[src/rtl/serial_adder_pkg.sv]
// Shared definitions for the bit-serial adder: FSM state encoding and WIDTH bounds.
package serial_adder_pkg;

  typedef enum logic [1:0] {
    ST_IDLE = 2'd0,
    ST_BUSY = 2'd1,
    ST_DONE = 2'd2
  } state_e;

  localparam int unsigned WIDTH_MIN = 1;
  localparam int unsigned WIDTH_MAX = 64;

endpackage

[src/rtl/serial_adder_if.sv]
// Operand and result handshakes of the bit-serial adder.
interface serial_adder_if #(
  parameter int unsigned WIDTH = 8
) ();

  logic             in_valid;
  logic             in_ready;
  logic [WIDTH-1:0] a;
  logic [WIDTH-1:0] b;
  logic             cin;
  logic             out_valid;
  logic             out_ready;
  logic [WIDTH-1:0] sum;
  logic             cout;
  logic             ovf;

  // Producer/consumer side.
  modport master (
    output in_valid, a, b, cin, out_ready,
    input  in_ready, out_valid, sum, cout, ovf
  );

  // Adder side.
  modport slave (
    input  in_valid, a, b, cin, out_ready,
    output in_ready, out_valid, sum, cout, ovf
  );

endinterface

[src/rtl/full_adder_cell.sv]
// Combinational one-bit full adder used once by the serial datapath.
module full_adder_cell (
  input  logic a,
  input  logic b,
  input  logic ci,
  output logic s,
  output logic co
);

  // Sum and majority carry.
  always_comb begin
    s  = a ^ b ^ ci;
    co = (a & b) | (a & ci) | (b & ci);
  end

endmodule

[src/rtl/serial_adder.sv]
// Bit-serial adder: one registered full-adder step per clock, LSB first.
module serial_adder
  import serial_adder_pkg::*;
#(
  parameter int unsigned WIDTH = 8
) (
  input  logic           clk,
  input  logic           rst_n,
  serial_adder_if.slave  bus
);

  localparam int unsigned CntW = $clog2(WIDTH + 1);

  if (WIDTH < WIDTH_MIN || WIDTH > WIDTH_MAX) begin : g_bad_width
    $error("serial_adder: WIDTH out of range");
  end

  state_e           r_state;
  state_e           w_state_next;
  logic [WIDTH-1:0] r_a_sh;
  logic [WIDTH-1:0] r_b_sh;
  logic [WIDTH-1:0] r_sum_sh;
  logic [WIDTH-1:0] w_sum_sh_next;
  logic             r_carry;
  logic             r_c_msb;
  logic [CntW-1:0]  r_cnt;
  logic [WIDTH-1:0] r_sum;
  logic             r_cout;
  logic             w_s;
  logic             w_co;
  logic             w_accept;
  logic             w_last;

  full_adder_cell u_fa (
    .a  (r_a_sh[0]),
    .b  (r_b_sh[0]),
    .ci (r_carry),
    .s  (w_s),
    .co (w_co)
  );

  assign w_accept = (r_state == ST_IDLE) && bus.in_valid;
  assign w_last   = (r_state == ST_BUSY) && (r_cnt == CntW'(WIDTH - 1));

  // Shift the new sum bit in at the MSB end; written this way so WIDTH=1 needs no slicing.
  always_comb begin
    w_sum_sh_next            = r_sum_sh >> 1;
    w_sum_sh_next[WIDTH-1]   = w_s;
  end

  // State register.
  always_ff @(posedge clk or negedge rst_n) begin
    if (!rst_n) begin
      r_state <= ST_IDLE;
    end else begin
      r_state <= w_state_next;
    end
  end

  // Next-state logic.
  always_comb begin
    w_state_next = r_state;
    unique case (r_state)
      ST_IDLE: if (bus.in_valid)  w_state_next = ST_BUSY;
      ST_BUSY: if (w_last)        w_state_next = ST_DONE;
      ST_DONE: if (bus.out_ready) w_state_next = ST_IDLE;
      default:                    w_state_next = ST_IDLE;
    endcase
  end

  // Handshake outputs decoded from state.
  always_comb begin
    bus.in_ready  = 1'b0;
    bus.out_valid = 1'b0;
    unique case (r_state)
      ST_IDLE: bus.in_ready  = 1'b1;
      ST_DONE: bus.out_valid = 1'b1;
      default: ;
    endcase
  end

  // Datapath: load on accept, one bit per BUSY cycle, publish result on the last step.
  always_ff @(posedge clk or negedge rst_n) begin
    if (!rst_n) begin
      r_a_sh   <= '0;
      r_b_sh   <= '0;
      r_sum_sh <= '0;
      r_carry  <= 1'b0;
      r_c_msb  <= 1'b0;
      r_cnt    <= '0;
      r_sum    <= '0;
      r_cout   <= 1'b0;
    end else if (w_accept) begin
      r_a_sh  <= bus.a;
      r_b_sh  <= bus.b;
      r_carry <= bus.cin;
      r_cnt   <= '0;
    end else if (r_state == ST_BUSY) begin
      r_a_sh   <= r_a_sh >> 1;
      r_b_sh   <= r_b_sh >> 1;
      r_sum_sh <= w_sum_sh_next;
      r_carry  <= w_co;
      r_cnt    <= r_cnt + CntW'(1);
      if (w_last) begin
        // r_carry here is the carry into the MSB.
        r_c_msb <= r_carry;
        r_sum   <= w_sum_sh_next;
        r_cout  <= w_co;
      end
    end
  end

  // Result registers hold through DONE and IDLE until the next result.
  always_comb begin
    bus.sum  = r_sum;
    bus.cout = r_cout;
    bus.ovf  = r_c_msb ^ r_cout;
  end

endmodule
[src/flat_wrapper.sv]
// flat-port wrapper written by rule: the top's interface ports become plain ports
module serial_adder_flat import serial_adder_pkg::*;
#(
  parameter int unsigned WIDTH = 8
)
  (clk, rst_n, bus_in_valid, bus_a, bus_b, bus_cin, bus_out_ready, bus_in_ready, bus_out_valid, bus_sum, bus_cout, bus_ovf);
  serial_adder_if #(.WIDTH(WIDTH)) bus_i ();
  input  logic clk;
  input  logic rst_n;
  input wire logic [$bits(bus_i.in_valid)-1:0] bus_in_valid;
  input wire logic [$bits(bus_i.a)-1:0] bus_a;
  input wire logic [$bits(bus_i.b)-1:0] bus_b;
  input wire logic [$bits(bus_i.cin)-1:0] bus_cin;
  input wire logic [$bits(bus_i.out_ready)-1:0] bus_out_ready;
  output wire logic [$bits(bus_i.in_ready)-1:0] bus_in_ready;
  output wire logic [$bits(bus_i.out_valid)-1:0] bus_out_valid;
  output wire logic [$bits(bus_i.sum)-1:0] bus_sum;
  output wire logic [$bits(bus_i.cout)-1:0] bus_cout;
  output wire logic [$bits(bus_i.ovf)-1:0] bus_ovf;
  assign bus_i.in_valid = bus_in_valid;
  assign bus_i.a = bus_a;
  assign bus_i.b = bus_b;
  assign bus_i.cin = bus_cin;
  assign bus_i.out_ready = bus_out_ready;
  assign bus_in_ready = bus_i.in_ready;
  assign bus_out_valid = bus_i.out_valid;
  assign bus_sum = bus_i.sum;
  assign bus_cout = bus_i.cout;
  assign bus_ovf = bus_i.ovf;
  serial_adder #(.WIDTH(WIDTH)) u_core (.clk(clk), .rst_n(rst_n), .bus(bus_i));
endmodule
[config.mk]
export PLATFORM = sky130hd
export DESIGN_NAME = serial_adder_flat
export DESIGN_NICKNAME = d
export VERILOG_FILES = /design/src/rtl/serial_adder_pkg.sv /design/src/rtl/serial_adder_if.sv /design/src/rtl/full_adder_cell.sv /design/src/rtl/serial_adder.sv /design/src/flat_wrapper.sv
export SDC_FILE = /design/constraint.sdc
export NUM_CORES = 1
export LEC_CHECK = 0
export CAP_MARGIN = 20
export CORE_AREA = 3 3 63 89
export CTS_CLUSTER_SIZE = 10
export DETAILED_ROUTE_END_ITERATION = 7
export DIE_AREA = 0 0 66 92
export HOLD_SLACK_MARGIN = 0.06
export PLACE_DENSITY_LB_ADDON = 0.25
export RECOVER_POWER = 100
export SETUP_SLACK_MARGIN = 0.2
export SLEW_MARGIN = 20
export SYNTH_ARGS = -nofsm -noshare
export SYNTH_HDL_FRONTEND = slang
export SYNTH_SLANG_ARGS = --single-unit
[constraint.sdc]
create_clock -name clk -period 2.6 [get_ports clk]
set_input_delay 0.52 -clock clk [delete_from_list [all_inputs] [get_ports clk]]
set_output_delay 0.52 -clock clk [all_outputs]
set_load 0.005 [all_outputs]
### Yosys cells after proc, flatten, opt, wreduce, memory -nomap -nowiden

Index checks and enable logic that the tools add are counted.
W data, S select, Z words.

* register bits: 41
* output and inout port bits: 12
* word-level logic and storage cells: 46
* input port bits: 21

* equality and inequality tests: 6
* reductions and logical operators: 7
* bitwise gates (word level): 9
* muxes and demuxes: 14
* $add $sub $neg: 1

Operator list (number)
* $mux W8: 4
* $mux W4: 2
* $mux W2: 3
* $pmux W2 S3: 1
* $reduce_and A3 Y1: 2
* $add A4 B1 Y4 const B: 1
* $eq A4 B3 Y1 const B: 1
* $mux W1: 4
* $ne A2 B2 Y1 const B: 2
* $and A1 B1 Y1: 3
* $xor A1 B1 Y1: 3
* $eq A2 B1 Y1 const B: 1
* $eq A2 B2 Y1 const B: 1
* $logic_and A1 B1 Y1: 2
* $logic_not A2 Y1: 1
* $ne A2 B1 Y1 const B: 1
* $or A1 B1 Y1: 2
* $reduce_and A2 Y1: 1
* $reduce_bool A2 Y1: 1
* $not A1 Y1: 1

### Logic depth before layout (Yosys ltp)

* depth after elaboration: 5
* depth in mapped cells: 5

### Modules after synthesis

A second synthesis with hierarchy kept.

* cells, all modules: 156
* area, all modules: 1716.6 um2

By module, submodules not included
* serial_adder: seq. area each 1001.0 um2, area an instance 1696.6 um2, cells an instance 155, times used 1
* full_adder_cell: seq. area each 0.0 um2, area an instance 20.0 um2, cells an instance 1, times used 1

### Worst setup path before layout

OpenSTA, ideal clock, no wires.

* kind: register -> register
* start: register u_core.r_state[1]
* end: register u_core.r_cout (netlist: u_core.bus.cout)
* path buffers: 1
* cell stages (with the launch flop): 5
* data required time: 2475 ps
* arrival: 1279 ps
* path slack: 1196 ps
* library setup time: 125 ps
* clock period less this slack: 1404 ps
* path through: dfrtp_1 > nand2b_2 > nor3_4 > buf_6 > mux2_2

* word-level cells in the longest chain between the ends: 4
* elaborated cells between the ends (all ways): 6

Ends and longest elaborated chain
* from (decl): RTL line serial_adder.sv:18 `state_e r_state;`
* from (signal assigned): RTL line serial_adder.sv:56 `r_state <= w_state_next;`
* $logic_not A2 Y1: RTL line serial_adder.sv:42 `assign w_accept = (r_state == ST_IDLE) && bus.in_valid;`
* $logic_and A1 B1 Y1: RTL line serial_adder.sv:42
* $not A1 Y1 (no source line)
* $reduce_and A3 Y1 (no source line) (*)
* to (signal assigned): RTL line serial_adder.sv:108 `r_cout <= w_co;`
* to (decl): RTL line serial_adder.sv:28 `logic r_cout;`

Mark *: on every way between the ends. The rest lies on a longest branch, timed or not.
A chain may end at the register's enable or synchronous reset.

### Final worst setup path

* start: input bus_in_valid
* end: register u_core.r_cnt[0]

* word-level cells in the longest chain between the ends: 2
* elaborated cells between the ends (all ways): 3

Ends and longest elaborated chain
* from (decl): RTL line flat_wrapper.sv:10 `input wire logic [$bits(bus_i.in_valid)-1:0] bus_in_valid;`
* $logic_and A1 B1 Y1 (*): RTL line serial_adder.sv:42
* $mux W4 or $reduce_bool A2 Y1 (tied branches)
* to (signal assigned): RTL line serial_adder.sv:103 `r_cnt <= r_cnt + CntW'(1);`
* to (decl): RTL line serial_adder.sv:26 `logic [CntW-1:0] r_cnt;`

Marks and branches as above.

==> flow_summary_export.csv <==
group,metric,value,unit
clocking,path_clk_slew,0.07,ns
clocking,clock_tree.root_cell,"clkbuf_8",
clocking,cts_htree_levels,2,
grt,grt_pass1_vias,1239,
synthesis,synth_area_in_compound_gates,11.38,%
die,floorplan.initialDensity,34.73,%
clocking,cts-resized-gates,0,
setup_path,required,2.80,ns
sta,fin_crit_sh,80.55,%
setup_path,setup.worst_path.class,"input pin to register",
finish,final_util,43.67,%
placement,dpl-instance-area,0.002052,mm²
grt,grt_overflow_total,0,
sta,drv_slew,0,
clocking,post-cts-setup-buffer-count,0,
synthesis,post_synth_xor_area_fraction,0.5208,%
clocking,clock_path_buffers,2,
finish,final_area,0.002115,mm²
pwr,power.total,2.263,mW
grt,first_pass_grt_wire_length,5.492,mm
grt,groute.usage.overall,11.56,%
pwr,vdd_ir_drop_max,0.0004890,V
outcome,run_status,"completed",
placement,port_buffers,32,
routing,via_count,1187,
sta,min_period,2.094,ns
finish,num_antenna_cells,0,
synthesis,post_synth_and_or_nand_nor_area_fraction,17.04,%
grt,number_of_antenna_violations_at_the_first_check_in_global_routing,0,
sta,final_hold_viol_count,0,
die,boundaryPins,33,
clocking,insertion_delay,0.28,ns
sta,final.setup.tns,0,ns
die,width_of_the_die,66,µm
setup_path,critical_path_peak_fanout,18,
placement,gp_congestion,0.7379,
routing,drt_drc_violations_left,0,
routing,detail_route.wirelength,3.119,mm
routing,post_drt_wl_per_cell,12.28,µm
routing,vias_per_cell,4.673,
synthesis,yosys_warnings,0,
synthesis,syn_avg_cell_area,10.71,µm²
die,core_region_area,0.004842,mm²
grt,maximum_number_of_pins_on_one_net_before_global_route_repair,41,
setup_path,timing.critical_path.slowest_cell_delay,0.96,ns
pwr,static-leakage-power,1.025,nW
sta,setup_repair_after_global_routing_missed_its_margin,"false",
clocking,cts_buffers,5,
synthesis,yosys.cell_types.count,24,
die,die_h,92,µm
pwr,power_density,1070,mW/mm²
synthesis,dominant_combinational_cell_family_by_area_after_synthesis,"simple AND/OR/NAND/NOR gates",
routing,drt.antenna.violating_nets,0,
sta,clock-skew-final,0.004808,ns
die,floorplan.rows,30,
setup_path,cp_cell_sequence,"dlygate4sd3_1 -> o21bai_1 -> nand2_1 -> o21ai_0",
sta,fmax,477.5,MHz
setup_path,crit_slowest_cell,"o21bai_1",
sta,max_slew.worst_pin.slew,1.244,ns
clocking,hold_buffers,0,
synthesis,muxShareOfSynthArea,6.696,%
finish,share_of_final_layout_standard_cells_stronger_than_drive_strength_1,10.53,%
routing,dr.first_iter.drc_count,33,
synthesis,synthesis.nets,180,
routing,drt_pre_antenna_iters,4,
setup_path,critical_path.startpoint_type,"input pin",
placement,dp_hpwl,2.234,mm
clocking,tritoncts_clock_tree,"built",
synthesis,seq_area_frac_synth,59.52,%
hold_path,hold_path_class,"input pin to async pin",
synthesis,syn-instance-count,157,
sta,relSlewSlack,16.89,%
setup_path,setup.worst_path.end_class,"register",
clocking,clock_sinks,40,
sta,setup_violation_total_in_the_final_timing_report,0,
flow_run,count_of_max_cap_constraint_violations,0,
synthesis,yosys.area_share.adder,1.935,%
setup_path,worst_ep_arrival_time,2.29,ns
die,die_area,0.006072,mm²
synthesis,syn-cell-area,0.001682,mm²
synthesis,synth.ff_latch_count,40,
finish,finalNetCount,213,
finish,synth_to_layout_area_growth,25.74,%
## metal layers
| metal | track usage [%] | share of wire [%] |
|---|---|---|
| met5 | 0 | 0 |
| met3 | 3.676 | 5.0 |
| met2 | 20.25 | 51 |
| met4 | 3.559 | 1.4 |
| met1 | 13.13 | 43 |
## power by group
| part | leakage [nW] | switching, mW | internal, mW |
|---|---|---|---|
| logic | 0.472 | 0.423 | 0.406 |
| registers | 0.513 | 0.171 | 0.885 |
| clock network | 0.0400 | 0.197 | 0.181 |
## cells in the final DEF (no fill, tap or decap), types with 2 or more instances in the layout
| master | instances |
|---|---|
| a21o_1 | 3 |
| a22oi_1 | 15 |
| clkbuf_1 | 2 |
| clkbuf_8 | 5 |
| clkdlybuf4s50_1 | 18 |
| dfrtp_1 | 40 |
| dlygate4sd3_1 | 13 |
| mux2_2 | 10 |
| nand2_1 | 59 |
| nand2b_1 | 2 |
| nor2b_1 | 2 |
| o21ai_0 | 6 |
## cell type report
class / count / area [µm²]
multi-input cells: 108 / 625.6
inverters: 1 / 3.754
fillers: 482 / 2728
repair buffers: 34 / 322.8
clock inverters: 2 / 12.51
clock buffers: 5 / 68.82
flip-flops and latches: 40 / 1001
well taps: 64 / 80.08
## worst max-delay path, delay by kind of cell
kind / cells / cell delay [ns]
AND/OR/NAND/NOR: 1 / 0.13
AO/OA/AOI/OAI: 2 / 1.08
buffers and inverters: 1 / 0.56
## cells by family after synthesis
kind of cell,after synthesis
multiplexers,10
flip-flops,40
AO/OA/AOI/OAI,27
buffers and inverters,9
XOR/XNOR,1
adder cells (fa/ha/maj),2
AND/OR/NAND/NOR,68
## through the flow
stage	std cells	setup WS (ns)	hold WS, ns
floorplan	157	1.196	0.2244
global placement	247	0.7366	0.4607
detailed placement	247	0.7097	0.4673
CTS	254	0.6107	0.3660
global route	254	0.2934	0.4049
finish	254	0.5056	0.3455
## worst paths after layout
check	startpoint	end	slack, ns	cells after the start
setup / recovery	bus_in_valid	u_core.r_cnt[0]$_DFFE_PN0P_	0.51	4
hold / removal	rst_n	u_core.r_sum_sh[1]$_DFFE_PN0P_	0.35	1
setup reg to reg	u_core.r_state[1]$_DFFE_PN0P_	u_core.bus.sum[1]$_DFFE_PN0P_	0.70	3
hold reg to reg	u_core.r_b_sh[1]$_DFFE_PN0P_	u_core.r_b_sh[1]$_DFFE_PN0P_	0.48	2
max in group asynchronous	rst_n	u_core.bus.sum[7]$_DFFE_PN0P_	1.72	1
min in group clk	u_core.r_b_sh[1]$_DFFE_PN0P_	u_core.r_b_sh[1]$_DFFE_PN0P_	0.48	2
## cells in the mapped netlist
master     n  area, µm²
inv_1      1      3.750
fa_1       1      20.02
a21o_1     3      22.52
a22oi_1   15      112.6
nand2b_2   1      8.760
xor2_1     1      8.760
o21ba_2    1      10.01
buf_6      1      11.26
ha_1       1      12.51
mux2_2    10      112.6
nand2_1   59      221.5
nand3_1    1      5.000
nor2b_1    2      12.51
nor2_1     1      3.750
dfrtp_1   40       1001
clkbuf_1   1      3.750
o21bai_2   1      11.26
buf_2      6      30.03
a21oi_1    1      5.000
nor3_1     1      5.000
o21ai_0    6      30.03
nor3_4     1      16.27
nor3b_1    1      7.510
nand2b_1   1      6.260
## sequential cells by signal, indices dropped and copies added (netlist names)
register and flops:
u_core.r_b_sh 8, u_core.bus.cout 1, u_core.r_c_msb 1, u_core.r_sum_sh 7, u_core.bus.sum 8, u_core.r_cnt 4
u_core.r_carry 1, u_core.r_state 2, u_core.r_a_sh 8
No activity file was read; power rests on OpenSTA's default activity.
==> RTL change, RTL diff (config.mk and constraints unchanged) <==
`WIDTH` is set to 8 in 3 places; all go to 4.
--- a/src/rtl/serial_adder_if.sv
+++ b/src/rtl/serial_adder_if.sv
@@ -1,6 +1,6 @@
 // Operand and result handshakes of the bit-serial adder.
 interface serial_adder_if #(
-  parameter int unsigned WIDTH = 8
+  parameter int unsigned WIDTH = 4
 ) ();
 
   logic             in_valid;
--- a/src/rtl/serial_adder.sv
+++ b/src/rtl/serial_adder.sv
@@ -2,7 +2,7 @@
 module serial_adder
   import serial_adder_pkg::*;
 #(
-  parameter int unsigned WIDTH = 8
+  parameter int unsigned WIDTH = 4
 ) (
   input  logic           clk,
   input  logic           rst_n,
--- a/src/flat_wrapper.sv
+++ b/src/flat_wrapper.sv
@@ -1,7 +1,7 @@
 // flat-port wrapper written by rule: the top's interface ports become plain ports
 module serial_adder_flat import serial_adder_pkg::*;
 #(
-  parameter int unsigned WIDTH = 8
+  parameter int unsigned WIDTH = 4
 )
   (clk, rst_n, bus_in_valid, bus_a, bus_b, bus_cin, bus_out_ready, bus_in_ready, bus_out_valid, bus_sum, bus_cout, bus_ovf);
   serial_adder_if #(.WIDTH(WIDTH)) bus_i ();
Ports: changed (resized bus_a, bus_b and bus_sum); port bits go from 33 to 21. No check against the original RTL was run, so the function may have changed too.
==> RTL change against the original RTL <==
  * Worst setup slack worse by 0.080 ns
  * Sequential cell count is 17 lower
  * Maximum frequency decreased by 3.7%
  * Power is 34% lower
  * Wire length shrank 29%
  * Cell count is 30% lower
  * Sequential power down 36%
  * Sequential share of layout area is 3.9 points lower
  * Final area down 37%
  * Register-to-register slack better by 0.20 ns
  * Via count shrank 34%
  * Combinational power decreased by 28%
  * Area after synthesis is 38% lower
  * Largest cell class unchanged
==> RTL change: results (changes against the original RTL) <==
worst slack, placed 0.782 ns (+0.0720 ns); Placed Instance Area 0.00131 mm² (-36%); CP Launch Point u_core.r_state[1]; Sw Ratio 36.7% (+1.7 points); Flop pwr share 45.8% (-0.9 points); area occupied by multi-input gates 413 µm² (-34%); grt met1 use 10.6% (-2.6 points); Synth top cells by count 23 x dfrtp_1, 13 x nand2_1, 10 x nor2_1; clk pwr 0.216 mW (-43%); Inst Count DP 174 (-30%); Multi-In Gates 64 (-41%); Worst VDD drop 0.207 mV (-58%); non-clk buf share 15.4% (+0.11 points); Switching Power 0.548 mW (-31%); Area contributors post-synth dfrtp_1 55%, mux2_4 8.6%, o32ai_1 5.8%; Fill cells 511 (+6.0%); GP Congestion 0.763 (+3.4%); status complete, no violations; dominant delay contributor by cell family on the critical path buffers and inverters; worst reg2reg path endpoint u_core.r_c_msb; Seq/Total Area, Yosys 54.8% (-4.8 points); largest net degree at the start of global routing 24 (-41%); share of cells above drive strength 1 4.39% (-6.1 points); M1 WL 1040 µm (-22%); clock sink total 23 (-43%); static leakage 0.557 nW (-46%); DR vias 781 (-34%); r2r setup slk 0.90 ns (+0.20 ns); first-pass GRT wire length 3880 µm (-29%); vias in the first global route 830 (-33%); Inverters 2 (+1); All-Layer GR Usage 8.08% (-3.5 points); CP Capture Type primary output; syn nets 110 (-39%); Routed WL per cell 12.4 µm (+0.65%); Fin Hold WS 0.468 ns (+0.122 ns); sequential cell area share 43.4% (-3.9 points); CTS Buf Count 3 (-2); dpl hpwl 1640 µm (-27%)
RTL change: cell types whose count changed after synthesis, sizes merged, moves of 2 or more:
| cell | change |
|---|---|
| a21o | -3 |
| a22oi | -15 |
| buf | -3 |
| dfrtp | -17 |
| mux2 | -4 |
| nand2 | -45 |
| nor2 | +9 |
| nor3 | -2 |
| o21ai | +3 |
| o22ai | +7 |
| o32ai | +7 |
RTL change: cell families after synthesis:
| logic type | Yosys count | synth area share, % |
|---|---|---|
| muxes | 6 | 8.57 |
| AOI/OAI and AO/OA | 25 | 15.7 |
| adders and majority gates | 3 | 4.29 |
| and+or+nand+nor | 29 | 12.6 |
| xor gates and xnor gates | 1 | 0.833 |
| DFF | 23 | 54.8 |
| buffers and inverters | 7 | 3.21 |
RTL change: worst reg2reg max path: stages, from the launching register on:
cell     delay, ns
dfrtp_1       0.66
and2b_1       0.30
nand2_1       0.25
mux2_1        0.38
